<file path="config.mk">
export PLATFORM = sky130hd
export DESIGN_NAME = latch_write_sequencer
export DESIGN_NICKNAME = d
export VERILOG_FILES = /design/src/rtl/latch_wr_pkg.sv /design/src/rtl/lws_phase_counter.sv /design/src/rtl/latch_write_sequencer.sv
export SDC_FILE = /design/constraint.sdc
export NUM_CORES = 1
export LEC_CHECK = 0
export ABC_AREA = 1
export BUFFER_PORTS_ARGS = -buffer_cell sky130_fd_sc_hd__buf_2
export CORE_AREA = 2 2 39 41
export CTS_BUF_LIST = sky130_fd_sc_hd__clkbuf_16
export DETAILED_ROUTE_END_ITERATION = 12
export DIE_AREA = 0 0 41 43
export HOLD_SLACK_MARGIN = 0.15
export PLACE_DENSITY_LB_ADDON = 0.08
export SYNTH_ARGS = -nofsm -noshare
export SYNTH_HDL_FRONTEND = slang
export SYNTH_SLANG_ARGS = --single-unit
export TNS_END_PERCENT = 30
</file>
<file path="constraint.sdc">
create_clock -name clk -period 2.3 [get_ports clk]
set_clock_uncertainty 0.05 [all_clocks]
set_input_delay 0.115 -clock clk [delete_from_list [all_inputs] [get_ports clk]]
set_output_delay 0.115 -clock clk [all_outputs]
set_load 0.1 [all_outputs]
</file>
<file path="src/rtl/latch_wr_pkg.sv">
// rtl/latch_wr_pkg.sv - shared state encoding and counter sizing for the latch write sequencer
package latch_wr_pkg;

    typedef enum logic [1:0] {IDLE, SETUP, OPEN, HOLD} lws_state_t;

    // Wide enough to hold the largest phase length minus one
    function automatic int cnt_width(input int s, input int o, input int h);
        int m;
        m = s;
        if (o > m) m = o;
        if (h > m) m = h;
        return $clog2(m + 1);
    endfunction

endpackage

</file>
<file path="src/rtl/lws_phase_counter.sv">
// rtl/lws_phase_counter.sv - loadable phase down-counter with zero flag
module lws_phase_counter #(
    parameter int CW = 2
) (
    input  logic          clk,
    input  logic          rst,
    input  logic          load,
    input  logic [CW-1:0] load_val,
    output logic          zero
);

    logic [CW-1:0] count;

    // Saturates at zero so an idle sequencer never wraps the count
    always_ff @(posedge clk or posedge rst) begin
        if (rst)
            count <= '0;
        else if (load)
            count <= load_val;
        else if (count != '0)
            count <= count - CW'(1);
    end

    assign zero = (count == '0);

endmodule

</file>
<file path="src/rtl/latch_write_sequencer.sv">
// rtl/latch_write_sequencer.sv - registered D/En sequencer for a level-sensitive latch
// Optional readback compare is enabled with LATCH_WR_READBACK_EN.
module latch_write_sequencer
    import latch_wr_pkg::*;
#(
    parameter int WIDTH        = 1,
    parameter int SETUP_CYCLES = 1,
    parameter int OPEN_CYCLES  = 2,
    parameter int HOLD_CYCLES  = 1
) (
    input  logic             clk,
    input  logic             rst,
    input  logic             in_valid,
    output logic             in_ready,
    input  logic [WIDTH-1:0] in_data,
    output logic [WIDTH-1:0] d_out,
    output logic             en_out,
    output logic             busy,
    output logic             done
`ifdef LATCH_WR_READBACK_EN
    ,
    input  logic [WIDTH-1:0] f_in,
    output logic             mismatch
`endif
);

    localparam int CW = cnt_width(SETUP_CYCLES, OPEN_CYCLES, HOLD_CYCLES);
    localparam logic [CW-1:0] SETUP_LD = CW'(SETUP_CYCLES - 1);
    localparam logic [CW-1:0] OPEN_LD  = CW'(OPEN_CYCLES - 1);
    localparam logic [CW-1:0] HOLD_LD  = CW'(HOLD_CYCLES - 1);

    generate
        if (WIDTH < 1 || SETUP_CYCLES < 1 || OPEN_CYCLES < 1 || HOLD_CYCLES < 1) begin : g_bad_param
            $fatal(1, "latch_write_sequencer: WIDTH and all phase lengths must be >= 1");
        end
    endgenerate

    lws_state_t    state, next_state;
    logic          accept;
    logic          cnt_load;
    logic [CW-1:0] cnt_load_val;
    logic          cnt_zero;

    assign in_ready = (state == IDLE);
    assign busy     = (state != IDLE);
    assign accept   = in_valid && in_ready;

    lws_phase_counter #(.CW(CW)) u_phase_counter (
        .clk      (clk),
        .rst      (rst),
        .load     (cnt_load),
        .load_val (cnt_load_val),
        .zero     (cnt_zero)
    );

    always_ff @(posedge clk or posedge rst) begin
        if (rst)
            state <= IDLE;
        else
            state <= next_state;
    end

    always_comb begin
        next_state   = state;
        cnt_load     = 1'b0;
        cnt_load_val = '0;
        case (state)
            IDLE: if (accept) begin
                next_state   = SETUP;
                cnt_load     = 1'b1;
                cnt_load_val = SETUP_LD;
            end
            SETUP: if (cnt_zero) begin
                next_state   = OPEN;
                cnt_load     = 1'b1;
                cnt_load_val = OPEN_LD;
            end
            OPEN: if (cnt_zero) begin
                next_state   = HOLD;
                cnt_load     = 1'b1;
                cnt_load_val = HOLD_LD;
            end
            HOLD: if (cnt_zero) next_state = IDLE;
            default: next_state = IDLE;
        endcase
    end

    // En is decoded from next_state so it is a clean flop output aligned with the OPEN phase
    always_ff @(posedge clk or posedge rst) begin
        if (rst) begin
            d_out  <= '0;
            en_out <= 1'b0;
            done   <= 1'b0;
        end else begin
            en_out <= (next_state == OPEN);
            done   <= (state == HOLD) && (next_state == IDLE);
            if (accept)
                d_out <= in_data;
        end
    end

`ifdef LATCH_WR_READBACK_EN
    always_ff @(posedge clk or posedge rst) begin
        if (rst)
            mismatch <= 1'b0;
        else if (accept)
            mismatch <= 1'b0;
        else if ((state == HOLD) && (next_state == IDLE))
            mismatch <= (f_in != d_out);
    end
`else
    // No readback path in this build
`endif

endmodule

</file>
== After elaboration in Yosys (flattened, before gate mapping) ==
Cells that the tools add are included.

* Bits in registers: 7

* Eq/ne operators: 4
* Mux-type cells: 12
* Reductions and logical operators: 9
* Add/subtract/negate cells: 1

{| class="wikitable"
|+ Operators with widths
! operator !! count
|-
| 2-to-1 mux 2 bit || 6
|-
| case mux 2 bit (4 select lines) || 1
|-
| equality test 2 bit (second input constant) || 3
|-
| logical NOT 2 bit || 3
|-
| nonzero test 2 bit || 3
|-
| 2-to-1 mux 1 bit || 4
|-
| equality test 2 x 1 -> 1 bit (second input constant) || 1
|-
| logical AND 1 bit || 2
|-
| case mux 1 bit (2 select lines) || 1
|-
| OR reduction 2 bit || 1
|-
| subtractor 2 x 1 -> 2 bit (second input constant) || 1
|}

== Depth between registers and ports, before layout ==
* Word-level depth: 6
* Gate-level depth with buffers: 9
* Gate-level depth less buffers: 9

== Modules after synthesis ==
From an unflattened synthesis, not the netlist that was laid out.

* Cell total of the unflattened synthesis: 62
* Area total of the unflattened synthesis: 491.7 µm²

{| class="wikitable"
|+ By module, submodules not included
! module !! area an instance (µm²) !! cells each !! times used
|-
| latch_write_sequencer || 369.1 || 45 || 1
|-
| lws_phase_counter || 122.6 || 17 || 1
|}

== Worst setup path before layout ==
OpenSTA, ideal clock, no wires.

* Path type: reg2out
* Start: reg state[1]
* End: out busy
* Setup slack: 96 ps
* Arrival: 2039 ps
* Cell stages (with the launch flop): 4
* Cells stage by stage: dfrtp_1 inv_1 ha_1 inv_1

* Longest elaborated chain between the ends: 1

{| class="wikitable"
|+ Ends and longest elaborated chain
! item !! line !! source
|-
| start, declared || latch_write_sequencer.sv:38 || <nowiki>lws_state_t state, next_state;</nowiki>
|-
| start signal, assigned || latch_write_sequencer.sv:60 || <nowiki>state <= next_state;</nowiki>
|-
| nonzero test 2 bit || latch_write_sequencer.sv:45 || <nowiki>assign busy = (state != IDLE);</nowiki>
|-
| end, declared || latch_write_sequencer.sv:18 || <nowiki>output logic busy,</nowiki>
|}

Every way passes these cells.

== Final worst setup path ==
* Start: reg state[0]
* End: out busy

Same word-level chain as after synthesis.

==> reports/qor.yml <==
hold_depth: 4
relSlewSlack: 0.679
drc: 0
drtIter0Drc: 0
start_kind: "flop"
status: "complete, no violations"
worst_r2r_endpoint: "done"
grt_overflow: 0
antenna_found_initial: 0
synth_area_um2: 443
dpl.cell_count: 82
hold_viol: 0
layout.cells.non_filler: 88
reg2reg_setup_slack_ns: 0.91
hold_path_end: "d_out"
synth.distinct_cells: 13
cts_tree: "built"
postCtsHoldBufs: 2
min_from: "in_valid"
diodes: 0
grtUsageTotal: 0.104
reg2regPathDepth: 9
via_per_inst: 4.15
clkTransAtPathRegs_ns: 0.03
vias: 365
endpoint_kind: "primary output"
core_um2: 1380
routabilityCongestion: 0.684
maxSlewViolCount: 0
worst_ep_required_time_ns: 2.13
grt_pass1_wl_um: 1220
numCtsBuffers: 3
fin_nets: 83
clkSinkCount: 7
r2r-start: "state[0]"
detail-route-antenna-nets: 0
netlist.area_leader.share: 0.395
rows: 14
dieArea_um2: 1760
setup_viol: 0
critical_path_arrival_ns: 1.41
netlist_instances: 58
cts_buffer_depth: 2
die_w_um: 41
max_freq_ghz: 0.635
period_minus_slack_ns: 1.58
dr.pass1.iters: 1
clk_latency_ns: 0.23
stdcell_area_um2: 602
synth-seq-cells: 7
drv_cap: 0
worst_slew_pin_slew_ns: 0.484
syn-num-nets: 68
setup_tns_ns: 0
grt_pass1_vias: 315
min_path_type: "in -> reg"
crit_path_max_fanout: 4
routed_wl_um: 775
syn_avg_cell_area_um2: 7.64
htree_levels: 1
drive_gt1_frac: 0.236
rsz0062_at_grt: "false"
die_h_um: 43
fin_util: 0.435
ioPinCount: 9
yosysTopAreaCell: "dfrtp_1"
dpl_cell_area_um2: 503
routedWlPerCell_um: 8.81
dp_hpwl_um: 615
syn2layout_area_growth_pct: 35.9
yosysSeqAreaShare: 0.395
grt_max_degree: 8
yosysWarnings: 0
period_share: 0.685
critPathKind: "reg -> out"
root_buffer: "clkbuf_16"
ctsResizeCount: 0
start_util: 0.320
io_buffers: 8
postCtsSetupBuffers: 0
yosys-top-cells-area: "dfrtp_1 (40%), ha_1 (17%), nand2_1 (14%)"
-- through the flow --
stage | setup slack [ns] | hold WS, ns
global route | 0.637 | 0.179
detailed placement | 0.908 | 0.000456
global placement | 0.899 | -0.000961
CTS | 0.707 | 0.155
finish | 0.724 | 0.145
floorplan | 0.0957 | -0.132
-- layout make-up --
cell class | count | area [um2]
clock buffer | 3 | 75.1
clock inverter | 1 | 3.75
fill | 146 | 782
inverter | 14 | 52.6
multi-input combinational | 37 | 215
sequential | 7 | 175
tap | 16 | 20.0
timing repair buffer | 10 | 60.1
-- layer usage --
layer  GRT usage  wire, um  vias up  share of wire
met1       0.144       417      159           0.54
met4      0.0600         8        0          0.010
li1            -         -      200              -
met3      0.0314        17        2          0.022
met5           0         0        -              0
met2       0.138       331        4           0.43
-- how the worst max path moves through the flow --
stage / start / endpoint / slack, ns / depth (start not counted)
3_3_place_gp: state[0] / done / 0.90 / 8
3_5_place_dp: state[0] / done / 0.91 / 8
5_1_grt: state[1] / busy / 0.64 / 4
2_1_floorplan: state[1] / busy / 0.1 / 3
4_1_cts: state[1] / in_ready / 0.71 / 3
6_report: state[0] / busy / 0.72 / 4
-- registers in the layout (all words and copies together) (netlist names) --
| signal | cells |
|---|---|
| u_phase_counter.count | 2 |
| en_out | 1 |
| d_out | 1 |
| state | 2 |
| done | 1 |
-- worst max-delay path, stage by stage, from the launching register on --
cell	delay [ns]
dfrtp_1	0.39
inv_1	0.11
ha_1	0.23
inv_1	0.05
buf_2	0.41
-- layout by cell type (no fill, tap or decap) --
cell,n
a21oi_1,2
buf_2,8
clkbuf_16,3
dfrtp_1,7
dlygate4sd3_1,2
ha_1,6
inv_1,14
inv_2,1
nand2_1,17
nand2_2,2
nand3_1,2
nor2_1,2
nor2_2,2
o21ai_0,2
o21ai_1,1
o21ai_2,1
-- logic make-up (layout without fill, tap and decap cells) --
logic type,after synthesis,count (layout),synth area share
and+or+nand+nor,25,25,0.240
AOI/OAI and AO/OA,6,6,0.0763
buffers and inverters,14,28,0.119
adders and majority gates,6,6,0.169
DFF,7,7,0.395
-- Yosys cell counts --
| library cell | n |
|---|---|
| a21oi_1 | 2 |
| inv_1 | 13 |
| nand2_2 | 2 |
| nand2_1 | 17 |
| ha_1 | 6 |
| o21ai_2 | 1 |
| o21ai_1 | 1 |
| nor2_1 | 2 |
| dfrtp_1 | 7 |
| nand3_1 | 2 |
| inv_2 | 1 |
| nor2_2 | 2 |
| o21ai_0 | 2 |
Power is left out: the tool's default activity adds up to more than one toggle a clock period on the data nets, which glitch-free logic cannot reach.
